`config.mk`:
```
export PLATFORM = sky130hd
export DESIGN_NAME = keypad_input_core
export DESIGN_NICKNAME = d
export VERILOG_FILES = /design/src/rtl/keypad_input_core.sv
export SDC_FILE = /design/constraint.sdc
export NUM_CORES = 1
export LEC_CHECK = 0
export CAP_MARGIN = 20
export CORE_MARGIN = 8
export CORE_UTILIZATION = 50
export CTS_CLUSTER_DIAMETER = 150
export DETAILED_ROUTE_END_ITERATION = 7
export PLACE_DENSITY = 0.84
export RECOVER_POWER = 50
export SETUP_SLACK_MARGIN = 0.15
export SYNTH_ARGS = -nofsm -noshare
export SYNTH_HDL_FRONTEND = slang
export SYNTH_SLANG_ARGS = --single-unit
```
`constraint.sdc`:
```
create_clock -name clk -period 7.1 [get_ports clk]
set_clock_uncertainty 0.15 [all_clocks]
set_input_delay 1.42 -clock clk [delete_from_list [all_inputs] [get_ports clk]]
set_output_delay 1.42 -clock clk [all_outputs]
set_load 0.03 [all_outputs]
```
`src/rtl/keypad_input_core.sv`:
```
// rtl/keypad_input_core.sv - 4x4 keypad scan, debounce and BCD entry buffer
// Optional build macro: KEYPAD_MULTIKEY_REJECT_EN (multi-key rounds read as no key).
module keypad_input_core #(
  parameter int SCAN_DIV        = 1000,
  parameter int DEBOUNCE_ROUNDS = 5
) (
  input  logic        clk,
  input  logic        rst,
  input  logic [3:0]  row_in,
  input  logic        entry_en,
  input  logic        clr_entry,
  output logic [3:0]  col_out,
  output logic        key_valid,
  output logic [3:0]  key_code,
  output logic [15:0] input_data,
  output logic [2:0]  digit_count,
  output logic        enter_pulse,
  output logic [15:0] entered_code,
  output logic        code_full
);

  localparam int SW = $clog2(SCAN_DIV);
  localparam int CW = $clog2(DEBOUNCE_ROUNDS + 1);

  localparam logic [1:0] ST_IDLE     = 2'd0;
  localparam logic [1:0] ST_PRESS_DB = 2'd1;
  localparam logic [1:0] ST_HELD     = 2'd2;
  localparam logic [1:0] ST_REL_DB   = 2'd3;

  logic [SW-1:0] slot_cnt;
  logic [1:0]    col_idx;
  logic [3:0]    row_s1, row_s2;
  logic [15:0]   map_q, full_map;
  logic          slot_end, round_end, multi, present;
  logic [3:0]    low_idx, rnd_code;
  logic [1:0]    state, state_n;
  logic [CW-1:0] cnt, cnt_n;
  logic [3:0]    cand, cand_n;
  logic          fire;

  function automatic logic [3:0] map_code(input logic [3:0] idx);
    case (idx)
      4'd0:  map_code = 4'h1;
      4'd1:  map_code = 4'h2;
      4'd2:  map_code = 4'h3;
      4'd3:  map_code = 4'hA;
      4'd4:  map_code = 4'h4;
      4'd5:  map_code = 4'h5;
      4'd6:  map_code = 4'h6;
      4'd7:  map_code = 4'hB;
      4'd8:  map_code = 4'h7;
      4'd9:  map_code = 4'h8;
      4'd10: map_code = 4'h9;
      4'd11: map_code = 4'hC;
      4'd12: map_code = 4'hE;
      4'd13: map_code = 4'h0;
      4'd14: map_code = 4'hF;
      default: map_code = 4'hD;
    endcase
  endfunction

  assign col_out   = ~(4'b0001 << col_idx);
  assign slot_end  = (slot_cnt == SW'(SCAN_DIV - 1));
  assign round_end = slot_end && (col_idx == 2'd3);

  // Pressed map indexed row*4+col; col3 bits come straight from the synchronizer on the round's last sample.
  always_comb begin
    full_map = map_q;
    for (int r = 0; r < 4; r++) full_map[r*4+3] = ~row_s2[r];
    low_idx = 4'd0;
    for (int i = 15; i >= 0; i--) if (full_map[i]) low_idx = 4'(i);
    multi = (full_map & (full_map - 16'd1)) != 16'd0;
`ifdef KEYPAD_MULTIKEY_REJECT_EN
    present = (full_map != 16'd0) && !multi;
`else
    present = (full_map != 16'd0);
`endif
    rnd_code = map_code(low_idx);
  end

  always_comb begin
    state_n = state;
    cnt_n   = cnt;
    cand_n  = cand;
    fire    = 1'b0;
    if (round_end) begin
      case (state)
        ST_IDLE: if (present) begin
          cand_n = rnd_code;
          cnt_n  = CW'(1);
          if (DEBOUNCE_ROUNDS == 1) begin
            state_n = ST_HELD;
            fire    = 1'b1;
          end else begin
            state_n = ST_PRESS_DB;
          end
        end
        ST_PRESS_DB: begin
          if (!present) begin
            state_n = ST_IDLE;
          end else if (rnd_code == cand) begin
            cnt_n = cnt + 1'b1;
            if (cnt_n >= CW'(DEBOUNCE_ROUNDS)) begin
              state_n = ST_HELD;
              fire    = 1'b1;
            end
          end else begin
            cand_n = rnd_code;
            cnt_n  = CW'(1);
          end
        end
        ST_HELD: if (!present) begin
          cnt_n   = CW'(1);
          state_n = (DEBOUNCE_ROUNDS == 1) ? ST_IDLE : ST_REL_DB;
        end
        default: begin
          if (present) begin
            state_n = ST_HELD;
          end else begin
            cnt_n = cnt + 1'b1;
            if (cnt_n >= CW'(DEBOUNCE_ROUNDS)) state_n = ST_IDLE;
          end
        end
      endcase
    end
  end

  always_ff @(posedge clk or negedge rst) begin
    if (!rst) begin
      slot_cnt <= '0;
      col_idx  <= 2'd0;
      row_s1   <= 4'hF;
      row_s2   <= 4'hF;
      map_q    <= '0;
      state    <= ST_IDLE;
      cnt      <= '0;
      cand     <= 4'h0;
    end else begin
      row_s1 <= row_in;
      row_s2 <= row_s1;
      state  <= state_n;
      cnt    <= cnt_n;
      cand   <= cand_n;
      if (slot_end) begin
        slot_cnt <= '0;
        col_idx  <= col_idx + 2'd1;
        for (int r = 0; r < 4; r++) map_q[{2'(r), col_idx}] <= ~row_s2[r];
      end else begin
        slot_cnt <= slot_cnt + 1'b1;
      end
    end
  end

  // clr_entry wins over any key action landing on the same edge.
  always_ff @(posedge clk or negedge rst) begin
    if (!rst) begin
      key_valid    <= 1'b0;
      key_code     <= 4'h0;
      input_data   <= 16'hFFFF;
      digit_count  <= 3'd0;
      enter_pulse  <= 1'b0;
      entered_code <= 16'hFFFF;
      code_full    <= 1'b0;
    end else begin
      key_valid   <= fire;
      enter_pulse <= 1'b0;
      if (fire) key_code <= cand_n;
      if (clr_entry) begin
        input_data  <= 16'hFFFF;
        digit_count <= 3'd0;
      end else if (fire && entry_en) begin
        if (cand_n <= 4'h9) begin
          if (digit_count < 3'd4) begin
            input_data  <= {input_data[11:0], cand_n};
            digit_count <= digit_count + 3'd1;
          end
        end else if (cand_n == 4'hE) begin
          input_data  <= 16'hFFFF;
          digit_count <= 3'd0;
        end else if (cand_n == 4'hF) begin
          enter_pulse  <= 1'b1;
          entered_code <= input_data;
          code_full    <= (digit_count == 3'd4);
          input_data   <= 16'hFFFF;
          digit_count  <= 3'd0;
        end
      end
    end
  end

endmodule
```
After elaboration in Yosys (flattened, before gate mapping)

Memory sizes are Yosys's and may differ from the RTL's.
Index checks and enable logic that the tools add are counted.

Word-level logic and storage cells: 140
ROM bits: 64
Output and inout port bits: 46
Memories kept: 1
Input port bits: 8
Register bits after elaboration: 87

Mux-type cells: 70
Equality and inequality tests: 15
Shifts and indexed selects: 1
Order comparisons: 11
Bitwise operators: 8
Add/sub/neg operators: 4
Reduce and logical (&&, ||, !) cells: 15

Memory list:

| memory           | depth | width | read ports | clocked after Yosys merged registers in | wr ports | line | source |
|---|---|---|---|---|---|---|---|
| (name not given) | 16    | 4     | 1          | 0                                       | 0        | 42   | `case (idx)` |

Operators by type and width:

| cell                                                | number |
|---|---|
| 2-to-1 mux 16 bit                                   | 6 |
| 2-to-1 mux 4 bit                                    | 20 |
| bitwise mux 16 bit                                  | 4 |
| 2-to-1 mux 3 bit                                    | 11 |
| nonzero test 16 bit                                 | 1 |
| 2-to-1 mux 1 bit                                    | 14 |
| 2-to-1 mux 2 bit                                    | 7 |
| adder 10 x 1 -> 10 bit, second input constant       | 1 |
| == test 10 bit, second input constant               | 1 |
| < comparator 4 x 5 -> 1 bit, second input constant  | 2 |
| 2-to-1 mux 10 bit                                   | 1 |
| AND reduction 5 bit                                 | 2 |
| case mux 3 bit (3 select lines)                     | 1 |
| demux 1 bit (select 2 bit)                          | 4 |
| == test 4 bit, second input constant                | 2 |
| >= comparator 4 x 1 -> 1 bit, second input constant | 2 |
| case mux 4 bit (2 select lines)                     | 1 |
| nonzero test 4 bit                                  | 2 |
| NOT 1 bit                                           | 7 |
| adder 3 x 1 -> 3 bit, second input constant         | 2 |
| logical AND 1 bit                                   | 6 |
| inequality test 2 bit, second input constant        | 3 |
| inequality test 3 bit, second input constant        | 2 |
| case mux 2 bit (3 select lines)                     | 1 |
| other kinds (20)                                    | 21 |

Logic depth before layout (Yosys ltp)

Gate-level depths: netlist (run 1).
An unclocked memory read counts as a cell.

Depth in word-level cells: 28
Gate-level depth with buffers: 18
Mapped depth without buffers: 14

Worst setup path before layout (run 1)

OpenSTA, ideal clock, no wires.

Kind: register to register
Start point: register row_s2[1]
End point: register entered_code[10]
Setup time: 0.082 ns
Clock period less this slack: 4.343 ns
Required time: 6.868 ns
Cell stages (with the launch flop): 14
Arrival: 4.111 ns
Path buffers: 1
Path slack: 2.757 ns
Cells stage by stage: dfstp_2 > or2b_2 > o311a_1 > or2_2 > ha_1 > o21a_1 > or3_1 > inv_1 > o21ai_0 > a2111o_1 > or4_4 > nor3_4 > buf_4 > mux2_2

Longest elaborated chain between the ends: 17
Elaborated cells between the ends (all ways): 28
Those cells by class: 1 x order compare; 3 x eq/ne; 17 x mux; 3 x bitwise; 3 x reduce/logical; 1 x memory

RTL lines:

| element                                                     | line     | source |
|---|---|---|
| from (decl)                                                 | 32       | `logic [3:0] row_s1, row_s2;` |
| from (signal assigned)                                      | 140      | `row_s2 <= row_s1;` |
| 2-to-1 mux 4 bit (8 in series)                              | 71       | `for (int i = 15; i >= 0; i--) if (full_map[i]) low_idx = 4'(i);` |
| memory (16 x 4 bit)                                         | n/a      |  |
| == test 4 bit                                               | 101      | `end else if (rnd_code == cand) begin` |
| 2-to-1 mux 4 bit                                            | 101      |  |
| 2-to-1 mux 4 bit                                            | 99       | `if (!present) begin` |
| case mux 4 bit (2 select lines)                             | 87       | `case (state)` |
| 2-to-1 mux 4 bit                                            | 86       | `if (round_end) begin` |
| <= comparator 4 bit / == test 4 bit (equally long branches) | 172, 177 |  |
| NOT 1 bit (no source line)                                  | n/a      |  |
| AND reduction 5 bit (no source line) (*)                    | n/a      |  |
| to (signal assigned)                                        | 182      | `entered_code <= input_data;` |
| to (decl)                                                   | 18       | `output logic [15:0] entered_code,` |

Every way passes the cells marked *; elsewhere a longest branch is shown, timed or not.
A chain may end at the register's enable or synchronous reset.

==> results.py, run 1 <==
metrics = {
    "run_status": {
        "status": "finished, violations left",
        "violations": "capacitance limit, slew limit",
    },
    "setup_path": {
        "crit_required_ns": 6.67,
        "worst_setup_path_start_kind": "input pin",
        "cpLargestDelayFamily": "buffers and inverters",
        "crit_type": "in2async",
        "arrival_ns": 4.58,
        "slowest_stage": "clkbuf_1",
        "crit_top_cell": "clkbuf_1",
        "cp_max_fo": 67,
        "cpPeakStageDelay_ns": 2.43,
        "end_kind": "asynchronous set/reset pin",
        "crit_chain": "clkbuf_1, clkbuf_1",
        "worst-path-buf-inv": 2,
    },
    "floorplan": {
        "die_width_um": 106,
        "ios": 54,
        "start_util": 0.507,
        "die_area_um2": 11300,
        "num_rows": 33,
        "die_y_um": 106,
        "core-area_um2": 8050,
    },
    "clock_network": {
        "cts_setup_buffers": 0,
        "cts_sinks": 83,
        "holdBufCountCts": 0,
        "clk_path_buf_depth": 2,
        "cts-resized-gates": 0,
        "cts.htree.levels": 3,
        "clk_pin_slew_ns": 0.09,
        "cts_tree": "done",
        "cts_root_buffer": "clkbuf_8",
        "worstSkewPairLatency_ns": 0.37,
        "cts_made_buffers": 9,
    },
    "sta": {
        "setup_viol": 0,
        "setup_ws_ns": 2.09,
        "final_hold_viol_count": 0,
        "tns_ns": 0,
        "finalCriticalPeriod_ns": 5.01,
        "rsz0062_at_grt": "false",
        "timing.fmax_mhz": 200,
        "fin_crit_sh": 0.705,
        "finalMaxSlewViolations": 68,
        "worst_pin_slew_ns": 3.39,
        "slew_headroom": -1.26,
    },
    "logic_synthesis": {
        "syn_area_per_cell_um2": 11.5,
        "ys_seq_area_frac": 0.521,
        "synthArstFlopShare": 1.00,
        "synth_common_cells": "dfrtp_1 (43), dfstp_2 (40), nand2_1 (33), o21ai_0 (25), inv_1 (23)",
        "yosysTopAreaCellShare": 0.264,
        "synth_ff_type": "dfrtp_1",
        "synthCells": 355,
        "syn_area_um2": 4080,
        "synth_warnings": 0,
        "synth_cell_type_count": 67,
        "synth.area.top_cells": "dfrtp_1 (26%), dfstp_2 (26%), mux2_2 (5.8%), ha_1 (3.7%), o22a_2 (3.2%)",
        "synth.most_common_cell": "dfrtp_1",
        "synth_edf_count": 0,
        "syn-num-nets": 375,
        "synth_top_cell_by_area": "dfrtp_1",
        "synth_seq_cells": 83,
    },
    "finish": {
        "synthToLayoutAreaGrowth_pct": 19.8,
        "layout.nets": 434,
        "antenna_cells": 0,
        "layout-drive-gt1-share": 0.260,
        "final_cells": 524,
    },
    "pwr": {
        "p_clk_frac": 0.410,
        "p_leak_nw": 2.05,
        "p_total_mw": 0.878,
        "switching_share": 0.248,
        "vdd_drop_max_uv": 104,
        "pwr-share-seq": 0.547,
        "p_int_mw": 0.660,
        "power_switching_mw": 0.218,
        "comb_power_share": 0.043,
        "power_density_nw_per_um2": 180,
    },
    "global_route": {
        "grt_pass1_wl_um": 15100,
        "antenna_found_initial": 0,
        "overflow": 0,
        "grt_max_degree": 84,
        "grt_usage": 0.165,
        "grt_pass1_vias": 3056,
    },
    "detailed_routing": {
        "drtIter0Drc": 166,
        "wl_per_cell_um": 17.3,
        "dr.pass1.iters": 4,
        "detail-route-antenna-nets": 0,
        "drt-total-wl_um": 9090,
        "vias": 2976,
        "drc": 0,
        "viasPerCell": 5.68,
    },
    "placed_design": {
        "dpl_worst_slack_ns": 2.34,
        "dpl.cell_count": 507,
        "port_buffers": 53,
        "hpwl_um": 6260,
        "globalplace.congestion": 0.870,
    },
    "flow_run": {
        "maxCapViolations": 1,
    },
    "worst_hold_path": {
        "hold_path_class": "reg2reg",
    },
}
## logic make-up after synthesis
group	share of synthesized area
fa+ha+maj	0.0368
mux	0.0653
simple gates	0.156
flops	0.521
compound gates	0.166
xor+xnor	0.0193
buf+inv	0.0346
## metal layers
layer  global-route usage  vias up  part of all wire
met2                0.277       78              0.50
met5                    0        -                 0
li1                     -     1394                 -
met4               0.0734        0             0.019
met1                0.201     1492              0.43
met3               0.0309       12             0.044
## final cells by class
type / instances / area [um2]
inverters: 23 / 86.3
flip-flops and latches: 83 / 2130
repair buffers: 55 / 532
clock buffers: 9 / 124
clock inverters: 7 / 82.6
multi-input cells: 242 / 1810
fillers: 636 / 3160
well taps: 105 / 131
## flip-flops by register name, indices dropped and copies added (netlist names), 4 cells and up, named ones only
| signal | count |
|---|---|
| entered_code | 16 |
| input_data | 16 |
| map_q | 12 |
| slot_cnt | 10 |
| cand | 4 |
| key_code | 4 |
| row_s1 | 4 |
| row_s2 | 4 |
## metrics by stage
stage	utilization	cell area [um2]	hold WS, ns
finish	0.607	4890	0.209
detailed placement	0.583	4690	0.198
floorplan	-	4080	0.195
global placement	0.583	4690	0.197
CTS	0.608	4900	0.206
global route	0.607	4890	0.210
## power groups by stage
stage / Sequential [mW] / Clock, mW / Combinational, mW
finish: 0.480 / 0.360 / 0.0378
global route: 0.481 / 0.382 / 0.0429
CTS: 0.480 / 0.367 / 0.0384
detailed placement: 0.488 / 0 / 0.0382
global placement: 0.488 / 0 / 0.0378
floorplan: 0.487 / 0 / 0.0217
## worst paths after layout
path | from | end | slack (ns) | cells past startpoint
setup / recovery | rst | code_full | 2.09 | 2
hold / removal | row_s1[3] | row_s2[3] | 0.21 | 0
setup reg to reg | row_s2[1] | input_data[7] | 2.25 | 13
hold reg to reg | row_s1[3] | row_s2[3] | 0.21 | 0
max in group clk | row_s2[1] | input_data[7] | 2.25 | 13
min in group asynchronous | rst | col_idx[1] | 1.00 | 1
## cells in the final DEF (no fill, tap or decap), types with 3 or more instances in the layout
| master | instances |
|---|---|
| nor2b_1 | 5 |
| clkbuf_8 | 9 |
| xnor2_1 | 3 |
| nand4_1 | 3 |
| o21a_1 | 3 |
| clkdlybuf4s50_1 | 48 |
| ha_1 | 12 |
| nor4b_1 | 3 |
| or2_2 | 3 |
| nand2_1 | 33 |
| or3_1 | 6 |
| o22a_2 | 13 |
| dfrtp_1 | 43 |
| nand2b_1 | 6 |
| inv_1 | 23 |
| dfstp_2 | 40 |
| o41ai_1 | 3 |
| or4b_4 | 3 |
| dlygate4sd3_1 | 4 |
| mux2_2 | 21 |
| clkbuf_1 | 3 |
| a21oi_1 | 7 |
| nand3_1 | 8 |
| mux2i_1 | 3 |
| o21ai_0 | 25 |
| xor2_1 | 6 |
| nor3_1 | 6 |
| nor2_1 | 22 |
Power figures use the tool's default switching activity.
==> run 2, diff against run 1 <==
--- a/config.mk
+++ b/config.mk
@@ -10,7 +10,7 @@
 export CORE_UTILIZATION = 50
 export CTS_CLUSTER_DIAMETER = 150
 export DETAILED_ROUTE_END_ITERATION = 7
-export PLACE_DENSITY = 0.84
+export PLACE_DENSITY = 0.87
 export RECOVER_POWER = 50
 export SETUP_SLACK_MARGIN = 0.15
 export SYNTH_ARGS = -nofsm -noshare
==> constraint.sdc (replaced) <==
create_clock -name clk -period 4.3 [get_ports clk]
set_clock_uncertainty 0.15 [all_clocks]
set_input_delay 0.86 -clock clk [delete_from_list [all_inputs] [get_ports clk]]
set_output_delay 0.86 -clock clk [all_outputs]
set_load 0.03 [all_outputs]
==> run 2 against run 1 <==
The flow now finishes without violations. Sequential share of layout area decreased by 3.0 points. Setup slack got worse by 2.0 ns. Sequential power increased by 65%. Combinational power increased by 110%. Critical path depth increased by 13. Hold slack got worse by 0.0067 ns. Register-to-register slack got worse by 2.1 ns. Sequential cell count unchanged. Critical endpoint is now entered_code[2]. Largest power group unchanged.
==> results.py, run 2 (same netlist as run 1, synthesis figures left out) <==
metrics = {
    "worst_hold_path": {
        "hold_path_class": "reg2reg",
        "min_from": "row_s1[1]",
    },
    "detailed_routing": {
        "detail-route-antenna-nets": 0,
        "drtIter0Drc": 251,
        "viasPerCell": 5.75,
        "drt-total-wl_um": 10000,
        "drc": 0,
        "vias": 3190,
        "wl_per_cell_um": 18.1,
        "dr.pass1.iters": 6,
    },
    "setup_path": {
        "startpoint": "map_q[2]",
        "slowest_stage": "dfrtp_1",
        "cpLargestDelayFamily": "simple AND/OR/NAND/NOR gates",
        "worst_setup_path_start_kind": "flip-flop",
        "r2r-start": "map_q[2]",
        "arrival_ns": 4.32,
        "cp_max_fo": 8,
        "crit_required_ns": 4.45,
        "end_kind": "flip-flop",
        "worst-path-buf-inv": 3,
        "crit_type": "reg2reg",
        "cpPeakStageDelay_ns": 0.48,
        "crit_chain": "a311oi_1, o311a_4, or2_4, inv_2, ha_1, or3_1, a21oi_2, or3_1, o21ai_1, a2111o_1, or4_4, nor3_4, buf_6, buf_16, mux2_2",
        "crit_top_cell": "or3_1",
    },
    "placed_design": {
        "hpwl_um": 6570,
        "dpl_worst_slack_ns": 0.0719,
        "placed_area_um2": 4820,
        "globalplace.congestion": 0.917,
        "port_buffers": 53,
    },
    "finish": {
        "fill_cells": 581,
        "antenna_cells": 0,
        "layout.nets": 465,
        "reg_top3": "entered_code x16, input_data x16, map_q x12",
        "final_common_cell": "clkdlybuf4s50_1",
        "postLayoutCellArea_um2": 5260,
        "layout-drive-gt1-share": 0.347,
        "mostFrequentLayoutCells": "clkdlybuf4s50_1 (48), dfrtp_1 (43), dfstp_2 (40), nand2_1 (33), buf_4 (24)",
        "seq_area_um2": 2130,
        "postLayoutCoreUtil": 0.653,
        "multiInputGateArea_um2": 1900,
        "synthToLayoutAreaGrowth_pct": 28.8,
    },
    "clock_network": {
        "cts_root_buffer": "clkbuf_8",
        "cts_sinks": 83,
        "clk_path_buf_depth": 2,
        "cts.htree.levels": 3,
        "clk_pin_slew_ns": 0.11,
        "worstSkewPairLatency_ns": 0.37,
        "cts_tree": "done",
        "holdBufCountCts": 0,
        "cts_made_buffers": 9,
    },
    "pwr": {
        "power_density_nw_per_um2": 275,
        "p_total_mw": 1.44,
        "vdd_drop_max_uv": 252,
        "p_leak_nw": 2.20,
    },
    "sta": {
        "slew_headroom": 0.103,
        "fin_crit_sh": 0.969,
        "setup_viol": 0,
        "finalCriticalPeriod_ns": 4.17,
        "tns_ns": 0,
        "final_hold_viol_count": 0,
        "rsz0062_at_grt": "true",
        "finalMaxSlewViolations": 0,
        "setup_ws_ns": 0.134,
        "worst_pin_slew_ns": 1.35,
        "timing.fmax_mhz": 240,
    },
    "floorplan": {
        "start_util": 0.507,
        "num_rows": 33,
        "die_width_um": 106,
        "core-area_um2": 8050,
        "ios": 54,
        "die_y_um": 106,
        "die_area_um2": 11300,
    },
    "global_route": {
        "grt_pass1_vias": 3217,
        "grt_pass1_wl_um": 16500,
        "overflow": 0,
        "grt_max_degree": 84,
        "antenna_found_initial": 0,
        "grt_usage": 0.179,
    },
    "flow_run": {
        "maxCapViolations": 0,
    },
    "run_status": {
        "status": "completed",
    },
}
## run 2: changes by cell type in the layout (fill, tap and decap cells not counted), moves of 3 or more
cell,previous run,this run
o21ai_0,25,20
mux2_4,0,3
mux2_2,21,18
o21ai_1,1,4
buf_4,0,24
## run 2: power by group
part	internal, mW	switching (mW)	leakage [nW]
Clock	0.231	0.340	0.102
Sequential	0.789	0.00346	0.999
Combinational	0.0335	0.0463	1.10
## run 2: layout make-up
| type | count | area share |
|---|---|---|
| inverters | 23 | 0.0164 |
| multi-input cells | 243 | 0.361 |
| clock inverters | 7 | 0.0150 |
| clock buffers | 9 | 0.0236 |
| repair buffers | 85 | 0.154 |
| well taps | 105 | 0.0250 |
| flip-flops and latches | 83 | 0.405 |
## run 2: worst paths after layout
| check | to | slack, ns | cells after the start |
|---|---|---|---|
| worst max-delay path | entered_code[2] | 0.13 | 15 |
| worst min-delay path | row_s2[1] | 0.20 | 0 |
| worst max register to register | entered_code[2] | 0.13 | 15 |
| worst min register to register | row_s2[1] | 0.20 | 0 |
| max in group asynchronous | digit_count[2] | 1.44 | 2 |
| min in group asynchronous | map_q[4] | 0.59 | 1 |
## run 2: metrics by stage
stage	std cells	hold WS (ns)
after floorplan	355	0.195
after global placement	516	0.197
after detailed placement	516	0.198
after CTS	548	0.212
after global routing	555	0.206
final	555	0.203
## run 2: timing repair
item | CTS | global route
resized for setup | 8 | 13
pin swaps | 7 | 7
hold endpoints to repair | 0 | 0
endpoints found under the setup margin | 38 | 40
gates cloned | 1 | 1
setup buffers | 15 | 4
## run 2: metal layers
metal / GRT usage / part of all wire / up-vias
met5: 0 / 0 / -
met4: 0.0663 / 0.020 / 0
met3: 0.0381 / 0.053 / 24
met2: 0.311 / 0.51 / 102
met1: 0.214 / 0.41 / 1592
li1: - / - / 1472
